### src/rtl/cache_ctrl_if.sv
// Bundle of every non-clock signal between cache_ctrl, the CPU, the backing
// memory and the tag/valid/data RAMs. Modport master is the controller side;
// modport slave is the CPU/memory/RAM environment.
interface cache_ctrl_if #(
    parameter int INDEX_W = 12,
    parameter int TAG_W   = 18
);
    // CPU side
    logic               cpu_req;
    logic               cpu_we;
    logic [31:0]        cpu_addr;
    logic [31:0]        cpu_wdata;
    logic               cpu_flush;
    logic [31:0]        cpu_rdata;
    logic               cpu_ready;
    logic               busy;
    // Backing memory
    logic               mem_req;
    logic               mem_we;
    logic [31:0]        mem_addr;
    logic [31:0]        mem_wdata;
    logic [31:0]        mem_rdata;
    logic               mem_ack;
    // Tag / valid / data RAMs (asynchronous read at idx)
    logic [INDEX_W-1:0] idx;
    logic               tag_we;
    logic               valid_we;
    logic               data_we;
    logic [TAG_W-1:0]   tag_wdata;
    logic               valid_wdata;
    logic [31:0]        data_wdata;
    logic [TAG_W-1:0]   tag_rdata;
    logic               valid_rdata;
    logic [31:0]        data_rdata;
    // Statistics
    logic [15:0]        hit_cnt;
    logic [15:0]        miss_cnt;

    modport master (
        input  cpu_req, cpu_we, cpu_addr, cpu_wdata, cpu_flush,
        output cpu_rdata, cpu_ready, busy,
        output mem_req, mem_we, mem_addr, mem_wdata,
        input  mem_rdata, mem_ack,
        output idx, tag_we, valid_we, data_we, tag_wdata, valid_wdata, data_wdata,
        input  tag_rdata, valid_rdata, data_rdata,
        output hit_cnt, miss_cnt
    );

    modport slave (
        output cpu_req, cpu_we, cpu_addr, cpu_wdata, cpu_flush,
        input  cpu_rdata, cpu_ready, busy,
        input  mem_req, mem_we, mem_addr, mem_wdata,
        output mem_rdata, mem_ack,
        input  idx, tag_we, valid_we, data_we, tag_wdata, valid_wdata, data_wdata,
        output tag_rdata, valid_rdata, data_rdata,
        input  hit_cnt, miss_cnt
    );
endinterface

### src/rtl/cache_ctrl.sv
// Direct-mapped, write-through, no-write-allocate cache controller with flush.
// Latency: read hit completes 2 cycles after the accepting edge; misses/writes wait on mem_ack.
// Backpressure: requests are taken only in IDLE (busy=0); memory stalls hold mem_req until mem_ack.
// Ports: clk, reset_n (async active-low) and cache_ctrl_if.master carrying the
// CPU request/response, backing-memory handshake, RAM ports and hit/miss counters.
module cache_ctrl #(
    parameter int INDEX_W = 12,
    parameter int TAG_W   = 18
) (
    input  logic          clk,
    input  logic          reset_n,
    cache_ctrl_if.master  bus
);

    typedef enum logic [2:0] {
        IDLE, COMPARE, MEM_RD, FILL, MEM_WR, DONE, FLUSH
    } state_t;

    state_t             state_q, state_d;
    logic [29:0]        addr_q, addr_d;     // word address
    logic               we_q, we_d;
    logic [31:0]        wdata_q, wdata_d;
    logic [31:0]        fill_q, fill_d;     // data captured from memory on a read miss
    logic [31:0]        rdata_q, rdata_d;
    logic [INDEX_W-1:0] sweep_q, sweep_d;
    logic [15:0]        hit_q, hit_d;
    logic [15:0]        miss_q, miss_d;

    logic [INDEX_W-1:0] lat_idx;
    logic [TAG_W-1:0]   lat_tag;
    logic               hit;
    logic               unused_addr_lsb;

    assign lat_idx = addr_q[INDEX_W-1:0];
    assign lat_tag = addr_q[INDEX_W +: TAG_W];
    assign hit     = bus.valid_rdata && (bus.tag_rdata == lat_tag);

    // Byte-offset bits carry no information for a word cache.
    assign unused_addr_lsb = &{1'b0, bus.cpu_addr[1:0]};

    assign bus.cpu_rdata = rdata_q;
    assign bus.busy      = (state_q != IDLE);
    assign bus.mem_addr  = {addr_q, 2'b00};
    assign bus.mem_wdata = wdata_q;
    assign bus.hit_cnt   = hit_q;
    assign bus.miss_cnt  = miss_q;

    always_ff @(posedge clk or negedge reset_n) begin
        if (!reset_n) begin
            state_q <= FLUSH;
            addr_q  <= '0;
            we_q    <= 1'b0;
            wdata_q <= '0;
            fill_q  <= '0;
            rdata_q <= '0;
            sweep_q <= '0;
            hit_q   <= '0;
            miss_q  <= '0;
        end else begin
            state_q <= state_d;
            addr_q  <= addr_d;
            we_q    <= we_d;
            wdata_q <= wdata_d;
            fill_q  <= fill_d;
            rdata_q <= rdata_d;
            sweep_q <= sweep_d;
            hit_q   <= hit_d;
            miss_q  <= miss_d;
        end
    end

    always_comb begin
        state_d         = state_q;
        addr_d          = addr_q;
        we_d            = we_q;
        wdata_d         = wdata_q;
        fill_d          = fill_q;
        rdata_d         = rdata_q;
        sweep_d         = sweep_q;
        hit_d           = hit_q;
        miss_d          = miss_q;
        bus.idx         = lat_idx;
        bus.tag_we      = 1'b0;
        bus.valid_we    = 1'b0;
        bus.data_we     = 1'b0;
        bus.tag_wdata   = lat_tag;
        bus.valid_wdata = 1'b0;
        bus.data_wdata  = wdata_q;
        bus.mem_req     = 1'b0;
        bus.mem_we      = 1'b0;
        bus.cpu_ready   = 1'b0;

        case (state_q)
            IDLE: begin
                // Present the incoming index so the RAMs are already reading it.
                bus.idx = bus.cpu_addr[INDEX_W+1:2];
                sweep_d = '0;
                if (bus.cpu_flush) begin
                    state_d = FLUSH;
                end else if (bus.cpu_req) begin
                    addr_d  = bus.cpu_addr[31:2];
                    we_d    = bus.cpu_we;
                    wdata_d = bus.cpu_wdata;
                    state_d = COMPARE;
                end
            end
            COMPARE: begin
                if (hit) begin
                    hit_d = (hit_q == 16'hFFFF) ? hit_q : hit_q + 16'd1;
                end else begin
                    miss_d = (miss_q == 16'hFFFF) ? miss_q : miss_q + 16'd1;
                end
                if (we_q) begin
                    // Write-through: update the line only if it is present.
                    bus.data_we = hit;
                    state_d     = MEM_WR;
                end else if (hit) begin
                    rdata_d = bus.data_rdata;
                    state_d = DONE;
                end else begin
                    state_d = MEM_RD;
                end
            end
            MEM_RD: begin
                bus.mem_req = 1'b1;
                if (bus.mem_ack) begin
                    fill_d  = bus.mem_rdata;
                    state_d = FILL;
                end
            end
            FILL: begin
                bus.tag_we      = 1'b1;
                bus.valid_we    = 1'b1;
                bus.data_we     = 1'b1;
                bus.valid_wdata = 1'b1;
                bus.data_wdata  = fill_q;
                rdata_d         = fill_q;
                state_d         = DONE;
            end
            MEM_WR: begin
                bus.mem_req = 1'b1;
                bus.mem_we  = 1'b1;
                if (bus.mem_ack) begin
                    state_d = DONE;
                end
            end
            DONE: begin
                bus.cpu_ready = 1'b1;
                state_d       = IDLE;
            end
            FLUSH: begin
                bus.idx      = sweep_q;
                bus.valid_we = 1'b1;
                if (sweep_q == '1) begin
                    sweep_d = '0;
                    state_d = IDLE;
                end else begin
                    sweep_d = sweep_q + 1'b1;
                end
            end
            default: begin
                // Unreachable encoding: recover through a full invalidation.
                sweep_d = '0;
                state_d = FLUSH;
            end
        endcase
    end

endmodule

### src/flat_wrapper.sv
// flat-port wrapper written by rule: the top's interface ports become plain ports
module cache_ctrl_flat 
#(
    parameter int INDEX_W = 12,
    parameter int TAG_W   = 18
)
  (clk, reset_n, bus_cpu_req, bus_cpu_we, bus_cpu_addr, bus_cpu_wdata, bus_cpu_flush, bus_cpu_rdata, bus_cpu_ready, bus_busy, bus_mem_req, bus_mem_we, bus_mem_addr, bus_mem_wdata, bus_mem_rdata, bus_mem_ack, bus_idx, bus_tag_we, bus_valid_we, bus_data_we, bus_tag_wdata, bus_valid_wdata, bus_data_wdata, bus_tag_rdata, bus_valid_rdata, bus_data_rdata, bus_hit_cnt, bus_miss_cnt);
  cache_ctrl_if #(.INDEX_W(INDEX_W), .TAG_W(TAG_W)) bus_i ();
  input  logic clk;
  input  logic reset_n;
  input wire logic [$bits(bus_i.cpu_req)-1:0] bus_cpu_req;
  input wire logic [$bits(bus_i.cpu_we)-1:0] bus_cpu_we;
  input wire logic [$bits(bus_i.cpu_addr)-1:0] bus_cpu_addr;
  input wire logic [$bits(bus_i.cpu_wdata)-1:0] bus_cpu_wdata;
  input wire logic [$bits(bus_i.cpu_flush)-1:0] bus_cpu_flush;
  output wire logic [$bits(bus_i.cpu_rdata)-1:0] bus_cpu_rdata;
  output wire logic [$bits(bus_i.cpu_ready)-1:0] bus_cpu_ready;
  output wire logic [$bits(bus_i.busy)-1:0] bus_busy;
  output wire logic [$bits(bus_i.mem_req)-1:0] bus_mem_req;
  output wire logic [$bits(bus_i.mem_we)-1:0] bus_mem_we;
  output wire logic [$bits(bus_i.mem_addr)-1:0] bus_mem_addr;
  output wire logic [$bits(bus_i.mem_wdata)-1:0] bus_mem_wdata;
  input wire logic [$bits(bus_i.mem_rdata)-1:0] bus_mem_rdata;
  input wire logic [$bits(bus_i.mem_ack)-1:0] bus_mem_ack;
  output wire logic [$bits(bus_i.idx)-1:0] bus_idx;
  output wire logic [$bits(bus_i.tag_we)-1:0] bus_tag_we;
  output wire logic [$bits(bus_i.valid_we)-1:0] bus_valid_we;
  output wire logic [$bits(bus_i.data_we)-1:0] bus_data_we;
  output wire logic [$bits(bus_i.tag_wdata)-1:0] bus_tag_wdata;
  output wire logic [$bits(bus_i.valid_wdata)-1:0] bus_valid_wdata;
  output wire logic [$bits(bus_i.data_wdata)-1:0] bus_data_wdata;
  input wire logic [$bits(bus_i.tag_rdata)-1:0] bus_tag_rdata;
  input wire logic [$bits(bus_i.valid_rdata)-1:0] bus_valid_rdata;
  input wire logic [$bits(bus_i.data_rdata)-1:0] bus_data_rdata;
  output wire logic [$bits(bus_i.hit_cnt)-1:0] bus_hit_cnt;
  output wire logic [$bits(bus_i.miss_cnt)-1:0] bus_miss_cnt;
  assign bus_i.cpu_req = bus_cpu_req;
  assign bus_i.cpu_we = bus_cpu_we;
  assign bus_i.cpu_addr = bus_cpu_addr;
  assign bus_i.cpu_wdata = bus_cpu_wdata;
  assign bus_i.cpu_flush = bus_cpu_flush;
  assign bus_cpu_rdata = bus_i.cpu_rdata;
  assign bus_cpu_ready = bus_i.cpu_ready;
  assign bus_busy = bus_i.busy;
  assign bus_mem_req = bus_i.mem_req;
  assign bus_mem_we = bus_i.mem_we;
  assign bus_mem_addr = bus_i.mem_addr;
  assign bus_mem_wdata = bus_i.mem_wdata;
  assign bus_i.mem_rdata = bus_mem_rdata;
  assign bus_i.mem_ack = bus_mem_ack;
  assign bus_idx = bus_i.idx;
  assign bus_tag_we = bus_i.tag_we;
  assign bus_valid_we = bus_i.valid_we;
  assign bus_data_we = bus_i.data_we;
  assign bus_tag_wdata = bus_i.tag_wdata;
  assign bus_valid_wdata = bus_i.valid_wdata;
  assign bus_data_wdata = bus_i.data_wdata;
  assign bus_i.tag_rdata = bus_tag_rdata;
  assign bus_i.valid_rdata = bus_valid_rdata;
  assign bus_i.data_rdata = bus_data_rdata;
  assign bus_hit_cnt = bus_i.hit_cnt;
  assign bus_miss_cnt = bus_i.miss_cnt;
  cache_ctrl #(.INDEX_W(INDEX_W), .TAG_W(TAG_W)) u_core (.clk(clk), .reset_n(reset_n), .bus(bus_i));
endmodule
### config.mk
export PLATFORM = sky130hd
export DESIGN_NAME = cache_ctrl_flat
export DESIGN_NICKNAME = d
export VERILOG_FILES = /design/src/rtl/cache_ctrl_if.sv /design/src/rtl/cache_ctrl.sv /design/src/flat_wrapper.sv
export SDC_FILE = /design/constraint.sdc
export NUM_CORES = 1
export LEC_CHECK = 0
export ABC_CLOCK_PERIOD_IN_PS = 2100
export BUFFER_PORTS_ARGS = -buffer_cell sky130_fd_sc_hd__buf_4
export CAP_MARGIN = 5
export CORE_MARGIN = 2
export CORE_UTILIZATION = 25
export DETAILED_ROUTE_END_ITERATION = 8
export PLACE_DENSITY = 0.59
export SLEW_MARGIN = 20
export SYNTH_ARGS = -nofsm -noshare
export SYNTH_HDL_FRONTEND = slang
export SYNTH_SLANG_ARGS = --single-unit
### constraint.sdc
create_clock -name clk -period 2.1 [get_ports clk]
set_input_delay 0.315 -clock clk [delete_from_list [all_inputs] [get_ports clk]]
set_output_delay 0.315 -clock clk [all_outputs]
set_load 0.03 [all_outputs]
==> run_results.csv, run 1 <==
group,metric,value,unit
route,drc,0,
cells_and_area,areaGrowthSynthToFinish,70.5,%
yosys,synth.distinct_cells,44,
die,die_area,34700,um^2
yosys,synth_warnings,0,
global_route,grt_pass1_vias,8020,
min_path,hold_start,"bus_cpu_wdata[16]",
cells_and_area,drive_above_1_share,66.5,%
yosys,syn_inst,756,
die,rows,66,
place,place_congestion,0.817,
timing,finalCriticalPeriod,2540,ps
route,routed_wl,31300,um
timing,setup_slack,-441,ps
yosys,yosys_most_used_dff,"dfrtp_1",
run_status,outcome,"complete, but fails checks",
run_status,violations,"setup timing",
power_and_ir_drop,p_int,12.6,mW
place,port_buffers,346,
cells_and_area,num-fill-cells,3082,
die,core_area,32600,um^2
clocking,clock_path_buffers,2,
timing,clock.fmax,0.394,GHz
power_and_ir_drop,p_per_area,1610,nW/um^2
setup_path,slowest_stage,"dfrtp_2",
global_route,grt_use_total,18.0,%
setup_path,worstSetupPathType,"flip-flop to output port",
route,via_per_inst,4.58,
power_and_ir_drop,clockPowerShare,14.7,%
cells_and_area,final_util,43.5,%
setup_path,reg2reg_from,"u_core.addr_q[15]",
timing,setup_tns,-18560,ps
setup_path,cpPeakStageDelay,410,ps
timing,rsz0062_at_grt,"true",
clocking,cts.sinks,174,
setup_path,cp-end-kind,"output port",
die,initial_core_util,25.5,%
clocking,numCtsBuffers,17,
setup_path,crit_buf_inv,2,
yosys,synthTopCellsByArea,"dfrtp_1, mux2_2, nand2_1, o221a_2, xor2_1",
power_and_ir_drop,power,22.9,mW
setup_path,path_cells,"xor2_1 > nor4_1 > nand3_1 > buf_4 > nor2_4 > a21oi_4 > nor3b_4 > buf_6",
yosys,seq_area_frac_synth,52.4,%
power_and_ir_drop,power_leakage,6.77,nW
route,ant_nets,0,
cells_and_area,final_nets,1332,
yosys,synth_edf_count,0,
setup_path,worstRegToRegCells,11,
route,avgRoutedWirePerCell,19.2,um
timing,hold_viol,0,
min_path,holdPathStages,2,
route,vias,7476,
yosys,synth_top_area_share,51.8,%
timing,finalMaxSlewViolations,0,
global_route,grt_start_max_net_pins,60,
route,drt_iter0_markers,420,
global_route,grt_pass1_wl,48400,um
setup_path,cp_top_family,"simple AND/OR/NAND/NOR gates",
global_route,grt-ovfl-total,0,
yosys,yosysTopAreaCell,"dfrtp_1",
timing,period_share,121,%
yosys,async_reset_ff_share,100,%
min_path,hp-class,"input port to flip-flop",
cells_and_area,seqCellArea,4370,um^2
clocking,root_buffer,"clkbuf_16",
power_and_ir_drop,p_seq_share,27.1,%
setup_path,timing.rr.end,"u_core.bus.hit_cnt[11]",
timing,final-setup-viol-count,102,
flow_run,maxCapViolations,0,
timing,clock-skew-final,11.9,ps
clocking,clkTransAtPathRegs,80,ps
place,hpwl,21800,um
die,ios,351,
global_route,antenna_found_initial,2,
route,firstDrtPassIters,4,
setup_path,r2r_slack,-320,ps
yosys,postSynthAreaPerCell,11.0,um^2
power_and_ir_drop,p_sw_share,44.8,%
cells_and_area,multiInputGateArea,4430,um^2
min_path,hold-path-endpoint,"u_core.bus.mem_wdata[16]",
yosys,synth_seq_cells,174,
clocking,cts_tree,"done",
die,fp.dieH,186,um
timing,holdWs,92.9,ps
power_and_ir_drop,ir_worst_vdd,0.893,mV
setup_path,cp.required,1780,ps
setup_path,path_max_fanout,5,
setup_path,cp.arrival,2230,ps
yosys,synth_area,8320,um^2
die,fp.dieW,186,um
power_and_ir_drop,combPwrFrac,58.2,%
clocking,htreeDepth,4,
setup_path,start_kind,"flip-flop",
power_and_ir_drop,p_sw,10.3,mW
clocking,insertion_delay,450,ps
worst max path at each step:
stage                           start                endpoint  slack, ps  cells after the start
global placement     bus_tag_rdata[3]  u_core.bus.miss_cnt[1]       -270                     10
detailed placement   bus_tag_rdata[3]  u_core.bus.hit_cnt[11]       -260                     10
CTS                 u_core.addr_q[13]             bus_data_we       -530                      9
floorplan           u_core.addr_q[15]             bus_data_we       -130                      7
finish              u_core.addr_q[25]             bus_data_we       -440                      8
global route        u_core.addr_q[15]             bus_data_we       -570                      9
flip-flops by register name (all words and copies together), names as in the netlist:
name / cells
u_core.addr_q: 30
u_core.bus.cpu_rdata: 32
u_core.bus.hit_cnt: 16
u_core.bus.mem_wdata: 32
u_core.bus.miss_cnt: 16
u_core.fill_q: 32
u_core.state_q: 3
u_core.sweep_q: 12
u_core.we_q: 1
metal layers:
metal	part of all wire [%]	global-route usage (%)	up-vias
met3	5.3	4.12	38
li1	-	-	3524
met4	2.2	6.09	0
met5	0	0	-
met1	42	22.5	3665
met2	50	30.6	249
power by group through the flow:
stage	Clock, mW	Sequential [mW]	Combinational [mW]
finish	3.37	6.19	13.3
detailed placement	0	5.98	11.3
CTS	3.48	6.12	13.1
global placement	0	5.96	11.2
floorplan	0	7.60	5.10
global route	3.61	6.38	14.0
final cells by class:
cell class | instances | share of cell area [%]
Multi-Input combinational cell | 514 | 31.2
Sequential cell | 174 | 30.8
Timing Repair Buffer | 463 | 29.5
Tap cell | 442 | 3.90
Clock buffer | 17 | 3.00
Clock inverter | 15 | 1.24
Inverter | 6 | 0.221
Antenna cell | 2 | 0.0353
logic make-up (layout without fill, tap and decap cells):
group                      Yosys count  in the layout  share of synthesized area (%)
other                                1              4                         0.0451
buffers and inverters               69            501                           4.23
DFF                                174            174                           52.4
adders and majority gates            3              3                          0.451
muxes                               99             99                           13.4
AOI/OAI and AO/OA                   74             74                           7.52
xor gates and xnor gates            53             53                           5.58
and+or+nand+nor                    283            283                           16.4
through the flow:
stage	area (um^2)	instances	setup WS, ps
after detailed placement	11900	1553	-261
final	14200	1633	-441
after floorplan	8470	757	-126
after global routing	14200	1633	-569
after CTS	14000	1629	-525
after global placement	11900	1553	-274
cells in the final DEF (no fill, tap or decap), types with 4 or more instances in the layout:
master	instances
buf_4	360
dfrtp_1	161
mux2_2	96
buf_6	70
nand2_4	53
nand2_2	53
nand2_1	37
or3_1	34
xor2_1	33
o221a_2	32
nand4_1	23
nor2_1	20
clkbuf_16	18
xnor2_1	17
buf_12	16
o21ai_0	13
a22oi_2	11
dfrtp_2	11
nor3_1	8
nand3_1	8
buf_16	8
nor4_1	7
buf_8	6
nor3_4	5
inv_6	5
and3_1	5
a21oi_1	5
inv_8	5
nor2_4	4
and4_1	4
cells in the mapped netlist (3+ instances only):
cell type	number
nor2_1	24
inv_1	6
buf_2	5
o221a_2	32
a22oi_1	13
nand3_1	12
mux2_2	99
nor4_1	9
xnor2_1	19
clkbuf_1	27
nand2_1	143
ha_1	3
and3_1	8
o21ai_0	15
or3_1	34
and4_1	4
a21oi_1	6
nor3_1	11
xor2_1	34
dfrtp_1	172
nor3_2	3
buf_1	9
nand4_1	23
buf_4	21
what timing repair did:
item | in CTS | in global routing
endpoints found under the hold margin | 172 | 0
gates resized for setup | 234 | 62
cloned | 10 | 2
pin swaps | 82 | 24
setup buffers | 33 | 7
hold buffers | 1 | 0
setup endpoints to repair | 109 | 123
Note: power is estimated with default switching activity, not from simulation.
==> run 2, diff against run 1 <==
--- a/config.mk
+++ b/config.mk
@@ -13,4 +13,5 @@
 export DETAILED_ROUTE_END_ITERATION = 8
 export PLACE_DENSITY = 0.59
+export SETUP_SLACK_MARGIN = 0.05
 export SLEW_MARGIN = 20
 export SYNTH_ARGS = -nofsm -noshare
==> constraint.sdc (replaced) <==
create_clock -name clk -period 2.1 [get_ports clk]
set_input_delay 0.42 -clock clk [delete_from_list [all_inputs] [get_ports clk]]
set_output_delay 0.42 -clock clk [all_outputs]
set_load 0.03 [all_outputs]
==> run 2 against run 1 <==
The flow still finishes with violations (setup timing); maximum frequency is 2.5% lower; critical path depth stayed put; first-iteration DRC count is 9.8% lower; routed wire length is 5.3% higher; via count is 2.1% higher; die area stayed put; final area is 2.7% higher; combinational power hardly changed; clock skew is 0.67 ps higher; hold slack better by 110 ps; sequential share of layout area is 0.80 points lower; critical endpoint unchanged; largest cell class is now buffers.
==> run_results.csv, run 2 (synthesis gave the netlist of run 1 again) <==
group,metric,value,unit
clocking,root_buffer,"clkbuf_16",
global_route,grt_start_max_net_pins,70,
clocking,cts.sinks,174,
global_route,grt-ovfl-total,0,
setup_path,worstSetupPathType,"flip-flop to output port",
timing,period_share,124,%
setup_path,cp.arrival,2180,ps
die,rows,66,
place,place_congestion,0.831,
cells_and_area,final_cell_mix,"buf_4, dfrtp_1, mux2_2, buf_6, nand2_4",
cells_and_area,final_nets,1346,
route,drc,0,
power_and_ir_drop,power,23.3,mW
clocking,clock_path_buffers,2,
route,drt_iter0_markers,379,
cells_and_area,final_util,44.6,%
global_route,grt_pass1_vias,7937,
timing,clock-skew-final,12.5,ps
die,initial_core_util,25.5,%
run_status,outcome,"complete, but fails checks",
global_route,met2_usage,30.5,%
route,avgRoutedWirePerCell,20.0,um
route,ant_nets,0,
setup_path,path_max_fanout,2,
die,fp.dieW,186,um
die,ios,351,
global_route,antenna_found_initial,3,
global_route,grt_use_total,18.1,%
clocking,insertion_delay,440,ps
setup_path,slowest_stage,"dfrtp_2",
die,core_area,32600,um^2
place,hpwl,21800,um
route,via_per_inst,4.63,
global_route,met3_usage,4.18,%
clocking,cts_tree,"done",
timing,finalCriticalPeriod,2600,ps
route,vias,7636,
global_route,grt_pass1_wl,48300,um
place,port_buffers,346,
setup_path,cpPeakStageDelay,410,ps
route,firstDrtPassIters,4,
setup_path,cp-end-kind,"output port",
cells_and_area,final_common_cell,"buf_4",
min_path,hp-class,"input port to flip-flop",
setup_path,cpMostUsedCell,"buf_6",
timing,rsz0062_at_grt,"true",
flow_run,maxCapViolations,0,
cells_and_area,drive_above_1_share,67.1,%
cells_and_area,areaGrowthSynthToFinish,75.1,%
power_and_ir_drop,p_per_area,1600,nW/um^2
setup_path,start_kind,"flip-flop",
die,fp.dieH,186,um
run_status,violations,"setup timing",
route,routed_wl,32900,um
clocking,numCtsBuffers,17,
timing,hold_viol,0,
place,dp_cells,1550,
timing,setup_slack,-505,ps
timing,clock.fmax,0.384,GHz
global_route,top_usage_layer,"met2",
clocking,htreeDepth,4,
power_and_ir_drop,power_leakage,6.89,nW
global_route,use_met1,22.7,%
timing,finalMaxSlewViolations,0,
timing,final-setup-viol-count,134,
setup_path,cp.required,1680,ps
clocking,clkTransAtPathRegs,80,ps
cells_and_area,fin_cells,1649,
power_and_ir_drop,ir_worst_vdd,1.04,mV
setup_path,path_cells,"xor2_1 > nor4_2 > nand4_1 > buf_6 > nor2_4 > a21oi_4 > nor3b_4 > buf_6",
die,die_area,34700,um^2
## run 2: report_power, final
group	internal (mW)	switching (mW)
clock network	1.92	1.55
registers	4.74	1.49
logic	6.23	7.37
total	12.9	10.4
## run 2: worst paths after layout
check                                  startpoint                  endpoint  slack [ps]  cells after the start
setup / recovery                u_core.addr_q[13]               bus_data_we        -500                      8
max in group asynchronous                 reset_n  u_core.bus.cpu_rdata[15]         900                      3
hold reg to reg            u_core.bus.hit_cnt[10]    u_core.bus.hit_cnt[10]         500                      1
min in group asynchronous                 reset_n         u_core.addr_q[17]         460                      2
setup reg to reg                u_core.addr_q[13]   u_core.bus.cpu_rdata[6]        -470                     14
hold / removal                  bus_cpu_wdata[12]  u_core.bus.mem_wdata[12]         200                      2
## run 2: through the flow
step	setup slack, ps	area [um^2]	TNS (ps)	hold WS (ps)
after floorplan	-231	8520	-236	124
after global placement	-343	11900	-14480	363
after detailed placement	-345	11900	-15670	361
final	-505	14600	-28640	202
after global routing	-645	14600	-43870	179
after CTS	-562	14100	-38210	178
## run 2: layout make-up
class                      count  area, um^2
antenna                        4        10.0
clock buffer                  17         425
clock inverter                15         204
fill                        3057       18100
inverter                       6        30.0
multi-input combinational    514        4470
sequential                   174        4370
tap                          442         553
timing repair buffer         477        4500
## run 2: timing repair
item / CTS / global route
hold buffers: 1 / 0
gates resized for setup: 210 / 111
cloned: 14 / 7
setup endpoints to repair: 112 / 189
pin swaps: 78 / 53
hold endpoints to repair: 31 / 0
setup buffers: 42 / 15
## run 2: worst max-delay path, delay by kind of cell (launching register included)
family,cells,cell delay (ps)
compound gates,1,70
flops,1,410
buf+inv,2,320
simple gates,4,800
xor+xnor,1,150
## run 2: per-layer routing
metal / up-vias / wire, um
li1: 3559 / -
met1: 3803 / 14000
met2: 242 / 16600
met3: 32 / 1720
met4: 0 / 635
met5: - / 0
